## config.mk

```make
export PLATFORM = sky130hd
export DESIGN_NAME = tsal_indicator
export DESIGN_NICKNAME = d
export VERILOG_FILES = /design/src/rtl/tsal_indicator.sv
export SDC_FILE = /design/constraint.sdc
export NUM_CORES = 1
export LEC_CHECK = 0
export CAP_MARGIN = 25
export CORE_UTILIZATION = 57
export CTS_CLUSTER_SIZE = 30
export DETAILED_ROUTE_END_ITERATION = 12
export GPL_TIMING_DRIVEN = 0
export HOLD_SLACK_MARGIN = 0.05
export PLACE_DENSITY_LB_ADDON = 0.3
export SLEW_MARGIN = 5
export SYNTH_ARGS = -nofsm -noshare
export SYNTH_HDL_FRONTEND = slang
export SYNTH_SLANG_ARGS = --single-unit
```

## constraint.sdc

```tcl
create_clock -name clk -period 5.55 [get_ports clk]
set_input_delay 0.555 -clock clk [delete_from_list [all_inputs] [get_ports clk]]
set_output_delay 0.555 -clock clk [all_outputs]
set_load 0.03 [all_outputs]
```

## src/rtl/tsal_indicator.sv

```systemverilog
// TSAL indicator: debounced HV-present detection with hysteresis, sample-timeout fault and blinking red lamp.
// Optional lamp test after reset is enabled by defining TSAL_LAMPTEST_EN.
module tsal_indicator #(
    parameter int DEBOUNCE_N  = 3,
    parameter int HYST        = 4,
    parameter int BLINK_DIV   = 8,
    parameter int TIMEOUT_CYC = 64,
    parameter int LAMP_CYC    = 16
) (
    input  logic       clk,
    input  logic       rst_btn,
    input  logic [7:0] sample_data,
    input  logic       sample_valid,
    input  logic [7:0] comparison_value,
    output logic       green_led,
    output logic       red_led,
    output logic       hv_active,
    output logic       stale_fault
);

    localparam int DW = $clog2(DEBOUNCE_N + 1);
    localparam int TW = $clog2(TIMEOUT_CYC + 1);
    localparam int BW = $clog2(BLINK_DIV + 1);

    localparam logic [1:0] ST_SAFE   = 2'd0;
    localparam logic [1:0] ST_ACTIVE = 2'd1;
    localparam logic [1:0] ST_FAULT  = 2'd2;

    localparam logic [DW-1:0] DEB_ZERO = DW'(0);
    localparam logic [DW-1:0] DEB_ONE  = DW'(1);
    localparam logic [DW-1:0] DEB_LAST = DW'(DEBOUNCE_N - 1);
    localparam logic [TW-1:0] TO_ZERO  = TW'(0);
    localparam logic [TW-1:0] TO_ONE   = TW'(1);
    localparam logic [TW-1:0] TO_LAST  = TW'(TIMEOUT_CYC - 1);
    localparam logic [BW-1:0] BL_ZERO  = BW'(0);
    localparam logic [BW-1:0] BL_ONE   = BW'(1);
    localparam logic [BW-1:0] BL_LAST  = BW'(BLINK_DIV - 1);
    localparam logic [7:0]    HYST_V   = 8'(HYST);

`ifdef TSAL_LAMPTEST_EN
    localparam int LW = $clog2(LAMP_CYC + 1);
    localparam logic [1:0]    ST_LAMP   = 2'd3;
    localparam logic [1:0]    RST_STATE = ST_LAMP;
    localparam logic          RST_RED   = 1'b1;
    localparam logic [LW-1:0] LP_ZERO   = LW'(0);
    localparam logic [LW-1:0] LP_ONE    = LW'(1);
    localparam logic [LW-1:0] LP_LAST   = LW'(LAMP_CYC - 1);
    logic [LW-1:0] lamp_cnt_r;
    logic [LW-1:0] lamp_cnt_nxt_s;
`else
    localparam logic [1:0]    RST_STATE = ST_SAFE;
    localparam logic          RST_RED   = 1'b0;
`endif

    logic [1:0]    state_r;
    logic [1:0]    state_nxt_s;
    logic [DW-1:0] deb_r;
    logic [DW-1:0] deb_nxt_s;
    logic [TW-1:0] to_r;
    logic [TW-1:0] to_nxt_s;
    logic [BW-1:0] bcnt_r;
    logic [BW-1:0] bcnt_nxt_s;
    logic          blink_r;
    logic          blink_nxt_s;
    logic [7:0]    lo_s;
    logic          high_s;
    logic          low_s;
    logic          green_nxt_s;
    logic          red_nxt_s;
    logic          hv_nxt_s;
    logic          fault_nxt_s;

    // Thresholds: release level saturates at zero, which makes the low condition unreachable
    always_comb begin
        lo_s = 8'd0;
        if (comparison_value >= HYST_V) begin
            lo_s = comparison_value - HYST_V;
        end else begin
            lo_s = 8'd0;
        end
        high_s = (sample_data >= comparison_value);
        low_s  = (sample_data < lo_s);
    end

    // Next-state, debounce, timeout and blink counter logic
    always_comb begin
        state_nxt_s = state_r;
        deb_nxt_s   = deb_r;
        to_nxt_s    = to_r;
        bcnt_nxt_s  = bcnt_r;
        blink_nxt_s = blink_r;
`ifdef TSAL_LAMPTEST_EN
        lamp_cnt_nxt_s = lamp_cnt_r;
`endif
        case (state_r)
            ST_SAFE: begin
                if (sample_valid) begin
                    to_nxt_s = TO_ZERO;
                    if (high_s && (deb_r == DEB_LAST)) begin
                        state_nxt_s = ST_ACTIVE;
                        deb_nxt_s   = DEB_ZERO;
                        bcnt_nxt_s  = BL_ZERO;
                        blink_nxt_s = 1'b1;
                    end else if (high_s) begin
                        deb_nxt_s = deb_r + DEB_ONE;
                    end else begin
                        deb_nxt_s = DEB_ZERO;
                    end
                end else if (to_r == TO_LAST) begin
                    state_nxt_s = ST_FAULT;
                    deb_nxt_s   = DEB_ZERO;
                    to_nxt_s    = TO_ZERO;
                end else begin
                    to_nxt_s = to_r + TO_ONE;
                end
            end
            ST_ACTIVE: begin
                if (bcnt_r == BL_LAST) begin
                    bcnt_nxt_s  = BL_ZERO;
                    blink_nxt_s = ~blink_r;
                end else begin
                    bcnt_nxt_s = bcnt_r + BL_ONE;
                end
                if (sample_valid) begin
                    to_nxt_s = TO_ZERO;
                    if (low_s && (deb_r == DEB_LAST)) begin
                        state_nxt_s = ST_SAFE;
                        deb_nxt_s   = DEB_ZERO;
                    end else if (low_s) begin
                        deb_nxt_s = deb_r + DEB_ONE;
                    end else begin
                        deb_nxt_s = DEB_ZERO;
                    end
                end else if (to_r == TO_LAST) begin
                    state_nxt_s = ST_FAULT;
                    deb_nxt_s   = DEB_ZERO;
                    to_nxt_s    = TO_ZERO;
                end else begin
                    to_nxt_s = to_r + TO_ONE;
                end
            end
            ST_FAULT: begin
                // Any fresh sample proves the link is alive; assume HV present until debounced otherwise
                to_nxt_s = TO_ZERO;
                if (sample_valid) begin
                    state_nxt_s = ST_ACTIVE;
                    deb_nxt_s   = DEB_ZERO;
                    bcnt_nxt_s  = BL_ZERO;
                    blink_nxt_s = 1'b1;
                end else begin
                    deb_nxt_s = DEB_ZERO;
                end
            end
`ifdef TSAL_LAMPTEST_EN
            ST_LAMP: begin
                to_nxt_s  = TO_ZERO;
                deb_nxt_s = DEB_ZERO;
                if (lamp_cnt_r == LP_LAST) begin
                    state_nxt_s    = ST_SAFE;
                    lamp_cnt_nxt_s = LP_ZERO;
                end else begin
                    lamp_cnt_nxt_s = lamp_cnt_r + LP_ONE;
                end
            end
`endif
            default: begin
                state_nxt_s = ST_FAULT;
                deb_nxt_s   = DEB_ZERO;
                to_nxt_s    = TO_ZERO;
            end
        endcase
    end

    // Moore decode of the upcoming state so the registered outputs track state_r exactly
    always_comb begin
        green_nxt_s = 1'b0;
        red_nxt_s   = 1'b1;
        hv_nxt_s    = 1'b1;
        fault_nxt_s = 1'b1;
        case (state_nxt_s)
            ST_SAFE: begin
                green_nxt_s = 1'b1;
                red_nxt_s   = 1'b0;
                hv_nxt_s    = 1'b0;
                fault_nxt_s = 1'b0;
            end
            ST_ACTIVE: begin
                green_nxt_s = 1'b0;
                red_nxt_s   = blink_nxt_s;
                hv_nxt_s    = 1'b1;
                fault_nxt_s = 1'b0;
            end
            ST_FAULT: begin
                green_nxt_s = 1'b0;
                red_nxt_s   = 1'b1;
                hv_nxt_s    = 1'b1;
                fault_nxt_s = 1'b1;
            end
`ifdef TSAL_LAMPTEST_EN
            ST_LAMP: begin
                green_nxt_s = 1'b1;
                red_nxt_s   = 1'b1;
                hv_nxt_s    = 1'b0;
                fault_nxt_s = 1'b0;
            end
`endif
            default: begin
                green_nxt_s = 1'b0;
                red_nxt_s   = 1'b1;
                hv_nxt_s    = 1'b1;
                fault_nxt_s = 1'b1;
            end
        endcase
    end

    // State, counters and output registers
    always_ff @(posedge clk) begin
        if (rst_btn) begin
            state_r     <= RST_STATE;
            deb_r       <= DEB_ZERO;
            to_r        <= TO_ZERO;
            bcnt_r      <= BL_ZERO;
            blink_r     <= 1'b0;
            green_led   <= 1'b1;
            red_led     <= RST_RED;
            hv_active   <= 1'b0;
            stale_fault <= 1'b0;
`ifdef TSAL_LAMPTEST_EN
            lamp_cnt_r  <= LP_ZERO;
`endif
        end else begin
            state_r     <= state_nxt_s;
            deb_r       <= deb_nxt_s;
            to_r        <= to_nxt_s;
            bcnt_r      <= bcnt_nxt_s;
            blink_r     <= blink_nxt_s;
            green_led   <= green_nxt_s;
            red_led     <= red_nxt_s;
            hv_active   <= hv_nxt_s;
            stale_fault <= fault_nxt_s;
`ifdef TSAL_LAMPTEST_EN
            lamp_cnt_r  <= lamp_cnt_nxt_s;
`endif
        end
    end

endmodule

```

==> results.yml, run 1 <==
global_routing:
  antenna_found_initial: 0
  grt_pass1_vias: 1321
  grt.overflow.total: 0
  grt_pass1_wl_um: 5237
  grt_use_total_pct: 25.77
  grt_max_degree: 11
cells_and_area:
  fillers: 159
  drive_above_1_share_pct: 6.771
  area_growth_pct: 19.98
  multi_input_area_um2: 960.9
  diodes: 0
  regArea_um2: 380.4
  nNetsFinal: 232
min_path:
  hold_start: "to_r[0]"
  worstHoldPathCells: 1
  hold_class: "reg -> reg"
  min_to: "to_r[0]"
routing:
  routed_via_density: 6.073
  drtPass1Iterations: 4
  vias: 1336
  drt_wl_total_um: 3125
  ant_nets: 0
  wl_per_cell_um: 14.20
  drt_iter0_markers: 33
  drc: 0
yosys:
  synth_edf_count: 0
  syn-num-nets: 205
  syn_inst: 166
  synth_most_common_cell: "ha_1"
  ys_async_sr_fraction_pct: 0
  synth_top_area_share_pct: 27.00
  synth.largest_area_cell: "dfxtp_1"
  ys.flop_type: "dfxtp_1"
  yosys-top-cells-area: "dfxtp_1, ha_1, a21oi_1, inv_1, nor2_1"
  syn-cell-area_um2: 1409
  syn_area_per_cell_um2: 8.487
  ys_warn_count: 0
  synth_cell_types: 41
  synth-seq-cells: 19
  yosysSeqAreaShare_pct: 27.00
  yosys-top-cells-count: "ha_1, dfxtp_1, inv_1, nor2_1, nand2_1"
cts:
  holdBufCountCts: 0
  cts_buffers: 3
  tritoncts: "built"
  cts_setup_buffers: 0
  clk_path_buf_depth: 2
  ctsResizeCount: 0
  cts_max_level: 1
  cts_sinks: 19
  clk_pin_slew_ns: 0.10
  clock-root-buffer: "clkbuf_4"
  insertion_delay_ns: 0.29
power:
  ir_worst_vdd_uv: 237.3
  powerDensity_nw_per_um2: 170.9
  p_leak_uw: 0.0006959
critical_path:
  r2r_cells: 6
  criticalPathCategory: "in -> reg"
  r2r_setup_slack_ns: 3.83
  cp_max_fo: 5
  cp_slowest_cell: "clkdlybuf4s50_1"
  max_stage_delay_ns: 0.46
  worst-path-buf-inv: 1
  required_ns: 5.71
  critPathLaunchType: "input pin"
  reg2reg_from: "to_r[0]"
  critPathCaptureType: "register"
  path_cells: "clkdlybuf4s50_1 -> nor3_1 -> a21boi_0 -> nand2_1 -> nand2b_1 -> ha_1 -> a211o_1 -> a221oi_2 -> o21ai_1 -> o211ai_2 -> a41oi_1"
  rr_endpoint: "red_led"
  arrival_ns: 3.37
  cp_top_family: "compound AO/OA/AOI/OAI gates"
floorplanning:
  core_um2: 2276
  ioPinCount: 23
  fp.dieH_um: 51.72
  die_area_um2: 2674
  rows: 17
  die_w_um: 51.72
  initial_core_util_pct: 61.90
flow_run:
  max_cap_violations: 0
placement:
  gp_congestion: 0.8240
  dp_hpwl_um: 2525
  port_buffers: 22
  pre_cts_slack_ns: 2.026
timing:
  max_freq_mhz: 312.3
  finalCritPeriodShare_pct: 57.69
  fin_ws_ns: 2.348
  worst_pin_slew_ns: 0.4537
  setup_viol: 0
  slew_violations: 0
  fin_skew_ns: 0.004381
  period_needed_ns: 3.202
  rsz0062_at_grt: "no"
  slew-limit-headroom_pct: 69.55
  fin_setup_tns_ns: 0
  hold_violations: 0
status:
  run_status: "finished clean"
==> sequential cells by signal, indices dropped and copies added, names as in the netlist <==
name / count
bcnt_r: 4
blink_r: 1
deb_r: 2
green_led: 1
hv_active: 1
red_led: 1
stale_fault: 1
state_r: 1
to_r: 7
==> how the worst max path moves through the flow <==
| stage | start | endpoint | slack [ns] | cells after the start |
|---|---|---|---|---|
| floorplan | comparison_value[6] | hv_active | 2.85 | 10 |
| CTS | comparison_value[6] | hv_active | 2.32 | 11 |
| global placement | comparison_value[6] | hv_active | 2.08 | 11 |
| global route | comparison_value[6] | hv_active | 2.06 | 11 |
| detailed placement | comparison_value[6] | hv_active | 2.03 | 11 |
| finish | comparison_value[6] | hv_active | 2.35 | 11 |
==> through the flow <==
step           std cells  util [%]  hold WS, ns  area (um^2)  total power (uW)
6_report             220     74.27       0.4617         1690             288.8
5_1_grt              220     74.27       0.4943         1690             303.9
4_1_cts              220     74.27       0.4611         1690             289.0
3_5_place_dp         216     73.12       0.4455         1664             223.2
3_3_place_gp         216     73.12       0.4316         1664             218.0
2_1_floorplan        166         -       0.4176         1409             194.4
==> cells by family after synthesis <==
kind of cell	after synthesis	share of synthesized area, %
and+or+nand+nor	58	20.43
AOI/OAI and AO/OA	45	25.67
adders and majority gates	20	17.76
DFF	19	27.00
xor gates and xnor gates	7	4.352
buffers and inverters	17	4.796
==> final cells by class <==
type / count / share of cell area (%)
buffer: 1 / 0.4441
timing repair buffer: 22 / 13.03
tap: 28 / 2.073
inverter: 16 / 3.553
sequential: 19 / 22.50
multi-input combinational: 130 / 56.85
clock buffer: 4 / 1.554
==> per-layer routing <==
metal	global-route usage, %	part of all wire, %
met5	0	0
met4	9.910	1.5
met3	3.509	3.2
met2	49.35	52
met1	28.14	44
==> cells in the final DEF, fill, tap and decap left out, types with 4 or more instances in the layout <==
master           Yosys  routed
nand3_1              8       8
dfxtp_1             19      19
o21a_1               5       5
clkdlybuf4s50_1      0      22
nor3_1               7       7
a21oi_1             13      13
xnor2_1              4       4
ha_1                20      20
inv_1               16      16
nand2b_1             4       4
nand2_1             14      14
nor2_1              15      15
==> power breakdown <==
group	internal [uW]	total, uW	switching, uW
clock network	27.9	67.6	39.6
registers	139	142	2.75
logic	39.4	79.3	39.9
==> worst register-to-register path, cell delays in order, from the launching register on <==
cell and delay [ns]:
dfxtp_1 0.37, ha_1 0.23, nand2_1 0.07, or4b_4 0.53, a21o_1 0.22, o21a_1 0.12
a22oi_2 0.12
Power figures use the tool's default switching activity.
==> run 2: changes to the inputs <==
--- a/config.mk
+++ b/config.mk
@@ -6,7 +6,7 @@
 export NUM_CORES = 1
 export LEC_CHECK = 0
 export CAP_MARGIN = 25
-export CORE_UTILIZATION = 57
+export CORE_UTILIZATION = 48
 export CTS_CLUSTER_SIZE = 30
 export DETAILED_ROUTE_END_ITERATION = 12
 export GPL_TIMING_DRIVEN = 0
==> constraint.sdc (replaced) <==
create_clock -name clk -period 2.6 [get_ports clk]
set_input_delay 0.26 -clock clk [delete_from_list [all_inputs] [get_ports clk]]
set_output_delay 0.26 -clock clk [all_outputs]
set_load 0.03 [all_outputs]
==> results.yml, run 2 (synthesis results as in run 1) <==
critical_path:
  reg2reg_from: "to_r[0]"
  cp_slowest_cell: "clkdlybuf4s50_1"
  required_ns: 2.79
  critPathCaptureType: "register"
  max_stage_delay_ns: 0.46
  criticalPathCategory: "in -> reg"
  worst-path-buf-inv: 2
  path_cells: "clkdlybuf4s50_1 -> nor2_2 -> a21boi_4 -> nor3_1 -> a21oi_1 -> ha_1 -> o2111a_1 -> a221oi_2 -> o21ai_1 -> o211ai_2 -> buf_4 -> a22oi_2"
  r2r_setup_slack_ns: 0.89
  r2r_cells: 6
  critPathLaunch: "comparison_value[0]"
  critPathLaunchType: "input pin"
  timing.critical_path.to: "red_led"
  rr_endpoint: "red_led"
  cp_top_family: "compound AO/OA/AOI/OAI gates"
  cp_max_fo: 4
  arrival_ns: 2.65
  crit_cells: 12
routing:
  dr_wl_met2_um: 1445
  ant_nets: 0
  drtPass1Iterations: 5
  routed_via_density: 5.778
  met3WireLength_um: 150
  highest_layer: "met4"
  drc: 0
  wl_met1_um: 1268
  vias: 1300
  drt_iter0_markers: 54
  wl_per_cell_um: 12.94
  drt_wl_total_um: 2912
cells_and_area:
  reg.largest.list: "to_r x7, bcnt_r x4, deb_r x2"
  final_cells: 225
  final_cell_area_um2: 1752
  mostFrequentLayoutCells: "ha_1, dfxtp_1, clkdlybuf4s50_1"
  area_growth_pct: 24.33
  final_common_cell: "ha_1"
  fillers: 252
  drive_above_1_share_pct: 11.86
  nNetsFinal: 234
  largest_reg_flops: 7
  diodes: 0
  top_register: "to_r"
power:
  ir_worst_vdd_uv: 374.9
  powerDensity_nw_per_um2: 353.5
  p_leak_uw: 0.0007534
min_path:
  hold_class: "reg -> reg"
placement:
  pre_cts_slack_ns: -0.6828
  gp_congestion: 0.8069
  place_area_um2: 1668
  port_buffers: 22
  dp_hpwl_um: 2318
  place_inst: 219
floorplanning:
  initial_core_util_pct: 51.09
  ioPinCount: 23
  die_w_um: 56.18
  rows: 19
  core_um2: 2758
  die_area_um2: 3156
  fp.dieH_um: 56.18
cts:
  tritoncts: "built"
  clk_pin_slew_ns: 0.10
  holdBufCountCts: 0
  cts_buffers: 3
  insertion_delay_ns: 0.30
  clk_path_buf_depth: 2
  cts_max_level: 1
  clock-root-buffer: "clkbuf_4"
  cts_sinks: 19
flow_run:
  max_cap_violations: 0
status:
  run_status: "finished clean"
global_routing:
  grt_pass1_wl_um: 5140
  grt.overflow.total: 0
  grt_pass1_vias: 1248
  grt_max_degree: 11
  grt_use_total_pct: 20.15
  antenna_found_initial: 0
timing:
  slew_violations: 0
  finalCritPeriodShare_pct: 94.72
  max_freq_mhz: 406.1
  setup_viol: 0
  fin_ws_ns: 0.1373
  worst_hold_slack_ns: 0.4507
  period_needed_ns: 2.463
  fin_skew_ns: 0.002553
  slew-limit-headroom_pct: 69.17
  hold_violations: 0
  fin_setup_tns_ns: 0
  rsz0062_at_grt: "no"
  worst_pin_slew_ns: 0.4594
-- run 2: cell types whose count changed in the layout (fill, tap and decap cells not counted), sizes merged --
cell           delta
buf               +2
clkdlybuf4s50     -6
dlygate4sd2       +3
dlymetal6s2s      +3
-- run 2: worst min path at each step --
stage                     startpoint      end  slack (ns)  cells after the start
after detailed placement     to_r[0]  to_r[0]        0.44                      1
final                        to_r[0]  to_r[0]        0.45                      1
after global placement       to_r[0]  to_r[0]        0.43                      1
after global routing         to_r[0]  to_r[0]        0.49                      1
after CTS                    to_r[0]  to_r[0]        0.46                      1
after floorplan              to_r[0]  to_r[0]        0.42                      1
-- run 2: layout make-up --
class                      instances  area, um^2  area share (%)
multi-input combinational        130       999.7           57.07
sequential                        19       380.4           21.71
timing repair buffer              24       239.0           13.64
inverter                          16       60.06           3.429
tap                               31       38.79           2.214
clock buffer                       4       26.28           1.500
buffer                             1       7.507          0.4286
-- run 2: routing by layer --
metal  track usage [%]  vias up
met1             24.50      592
met5                 0        -
met2             36.22       42
met3             2.326        5
met4             7.317        0
li1                  -      661
-- run 2: metrics by stage --
stage / util, % / total power (uW)
floorplan: - / 415.0
global placement: 60.48 / 466.5
CTS: 62.79 / 623.5
detailed placement: 60.48 / 475.0
finish: 63.52 / 619.3
global route: 63.52 / 656.6
-- run 2: worst reg2reg max path, delay by kind of cell (launching register included) --
kind	cells	cell delay (ns)
simple gates	2	0.60
compound gates	3	0.44
fa+ha+maj	1	0.24
flops	1	0.36
-- run 2: what timing repair did --
item,CTS,global route
setup endpoints to repair,6,5
pin swaps,4,6
setup buffers,2,0
resized for setup,11,7
-- run 2: power breakdown --
group          internal [uW]  switching (uW)  total, uW
combinational           84.6            86.3        171
sequential               297            4.68        302
clock                   59.9            86.7        147
==> RTL change, RTL diff (config.mk and constraints of run 2) <==
The parameter `DEBOUNCE_N` goes from 3 to 5.
--- a/src/rtl/tsal_indicator.sv
+++ b/src/rtl/tsal_indicator.sv
@@ -1,7 +1,7 @@
 // TSAL indicator: debounced HV-present detection with hysteresis, sample-timeout fault and blinking red lamp.
 // Optional lamp test after reset is enabled by defining TSAL_LAMPTEST_EN.
 module tsal_indicator #(
-    parameter int DEBOUNCE_N  = 3,
+    parameter int DEBOUNCE_N  = 5,
     parameter int HYST        = 4,
     parameter int BLINK_DIV   = 8,
     parameter int TIMEOUT_CYC = 64,
Formal check against the unedited RTL: not equivalent (a bounded check fails within 4 cycles, from zero or initial values and one cycle with rst_btn high).
==> RTL change against run 2 <==
Area after synthesis rose by 16%. Die area increased by 15%. Total power grew 6.7%. Wire length rose by 35%. Sequential cell count is 2 higher. Design area grew 20%. Setup slack lost 0.12 ns. Critical path type unchanged.
==> RTL change: results (changes against run 2) <==
* Post-placement cell count at 274 (+25%)
* Comb pwr share at 0.263 (-0.013)
* Biggest regs: to_r: 7 flops, bcnt_r: 4 flops, deb_r: 3 flops
* Dominant synthesized flop cell: dfxtp_1
* Layout fillers at 273 (+8.3%)
* Register area share after synthesis at 0.258 (-0.0121)
* R2R cell count at 8 (+2)
* Synth Instances at 209 (+26%)
* Metal-1 WL at 1690 um (+33%)
* Largest net degree at the start of global routing at 13 (+2)
* Synth Area in Compound Gates at 0.212 (-0.0448)
* Xor/xnor cell area share of the yosys netlist at 0.0376 (-0.00591)
* Post-synth net total at 253 (+23%)
* Switching fraction of total power at 0.294 (+0.00722)
* Critical Path End: hv_active
* Peak VDD IR at 364 uV (-3.0%)
* Drt total wl at 3920 um (+35%)
* Share of layout cells above drive strength 1 at 0.132 (+0.0131)
* Hold wc startpoint: sample_valid
* Top sig layer: met4
* Netlist cell types at 45 (+9.8%)
* WL met3 at 198 um (+32%)
* Post-cts gate resize count at 13 (+2)
* Outcome: complete, no violations
* Total CTS buffers at 3 (unchanged)
* Pre-antenna DRT Iters at 4 (-1)
* First-pass GRT wire length at 6150 um (+20%)
* R2R Path Start: state_r[0]
* WHS Endpoint: deb_r[1]
* Tot GR Track Use at 0.224 (+0.0223)
* Iter 0 DRT Violations at 63 (+17%)
* Via density at 5.63 (-2.5%)
* Ant diodes at 0 (unchanged)
* Post-CTS Setup Repair Bufs at 7 (+5)
* Post-DP HPWL at 2620 um (+13%)
* Leakage at 0.902 nW (+20%)
* DR WL met2 at 1990 um (+37%)
* Clock Skews at 0.00592 ns (+0.00337 ns)
* Sequential power share at 0.499 (+0.012)
* Synth Area in Adders at 0.192 (+0.0142)
* HP Class: primary input to flop
* Synth top area cells: dfxtp_1 26%, ha_1 19%, nor2_1 6.2%
* R2R Setup Slk at 0.63 ns (-0.26 ns)
* # port buffers at 21 (-4.5%)
* Mux cell area share after synthesis at 0.00614 (+0.00614)
* Hold Path Stages at 3 (+2)
* Post-Layout Cell Count at 287 (+28%)
* Top post-synthesis cells by count: 27 x nor2_1, 25 x ha_1, 21 x dfxtp_1, 19 x inv_1, 16 x nand2_1
* Crit path launch: comparison_value[7]
* Vias in the first global route at 1,456 (+17%)
* RePlAce Congestion at 0.891 (+10%)
* Comb group at ~0.00017 W
* Slew HR at 0.646 (-0.0452)
-- RTL change: cell count changes after synthesis, sizes merged, moves of 3 or more --
| cell | delta |
|---|---|
| nor2 | +12 |
| o21ai | +9 |
| clkbuf | +5 |
| ha | +5 |
| o21a | -5 |
| nand2b | +4 |
| o211ai | -4 |
| a31oi | +3 |
| inv | +3 |
-- RTL change: kinds of logic after synthesis --
group,Yosys count
and+or+nand+nor,80
AOI/OAI and AO/OA,50
buffers and inverters,25
adders and majority gates,25
DFF,21
xor gates and xnor gates,7
muxes,1
-- RTL change: area by class of cell --
| class | count | area [um2] | share of cell area |
|---|---|---|---|
| Buffer | 6 | 23.8 | 0.0113 |
| Clock buffer | 3 | 22.5 | 0.0107 |
| Clock inverter | 1 | 5.00 | 0.00239 |
| Inverter | 19 | 71.3 | 0.0340 |
| Multi-Input combinational cell | 163 | 1220 | 0.581 |
| Sequential cell | 21 | 420 | 0.200 |
| Tap cell | 44 | 55.1 | 0.0262 |
| Timing Repair Buffer | 30 | 282 | 0.134 |
-- RTL change: critical path, stage by stage --
cell and delay (ns):
dlygate4sd2_1 0.27, nor3_2 0.29, a21boi_4 0.28, nand3_4 0.11, nand2_1 0.10, ha_1 0.25, and3b_1 0.20, a221o_1 0.37
a21oi_4 0.18, a2111o_1 0.25, buf_4 0.14, o22ai_1 0.06
-- RTL change: routing by layer --
metal	track usage	vias to the layer above
met3	0.0260	7
met5	0	-
met4	0.0498	0
li1	-	814
met2	0.410	47
met1	0.275	749
-- RTL change: metrics by stage --
step	setup slack (ns)	hold WS, ns	TNS [ns]	area, um2
CTS	0.0161	0.385	0	2020
global placement	-0.691	0.431	-5.64	1900
detailed placement	-0.680	0.435	-5.63	1900
floorplan	0.179	0.418	0	1630
global route	-0.0536	0.388	-0.138	2100
finish	0.0169	0.387	0	2100
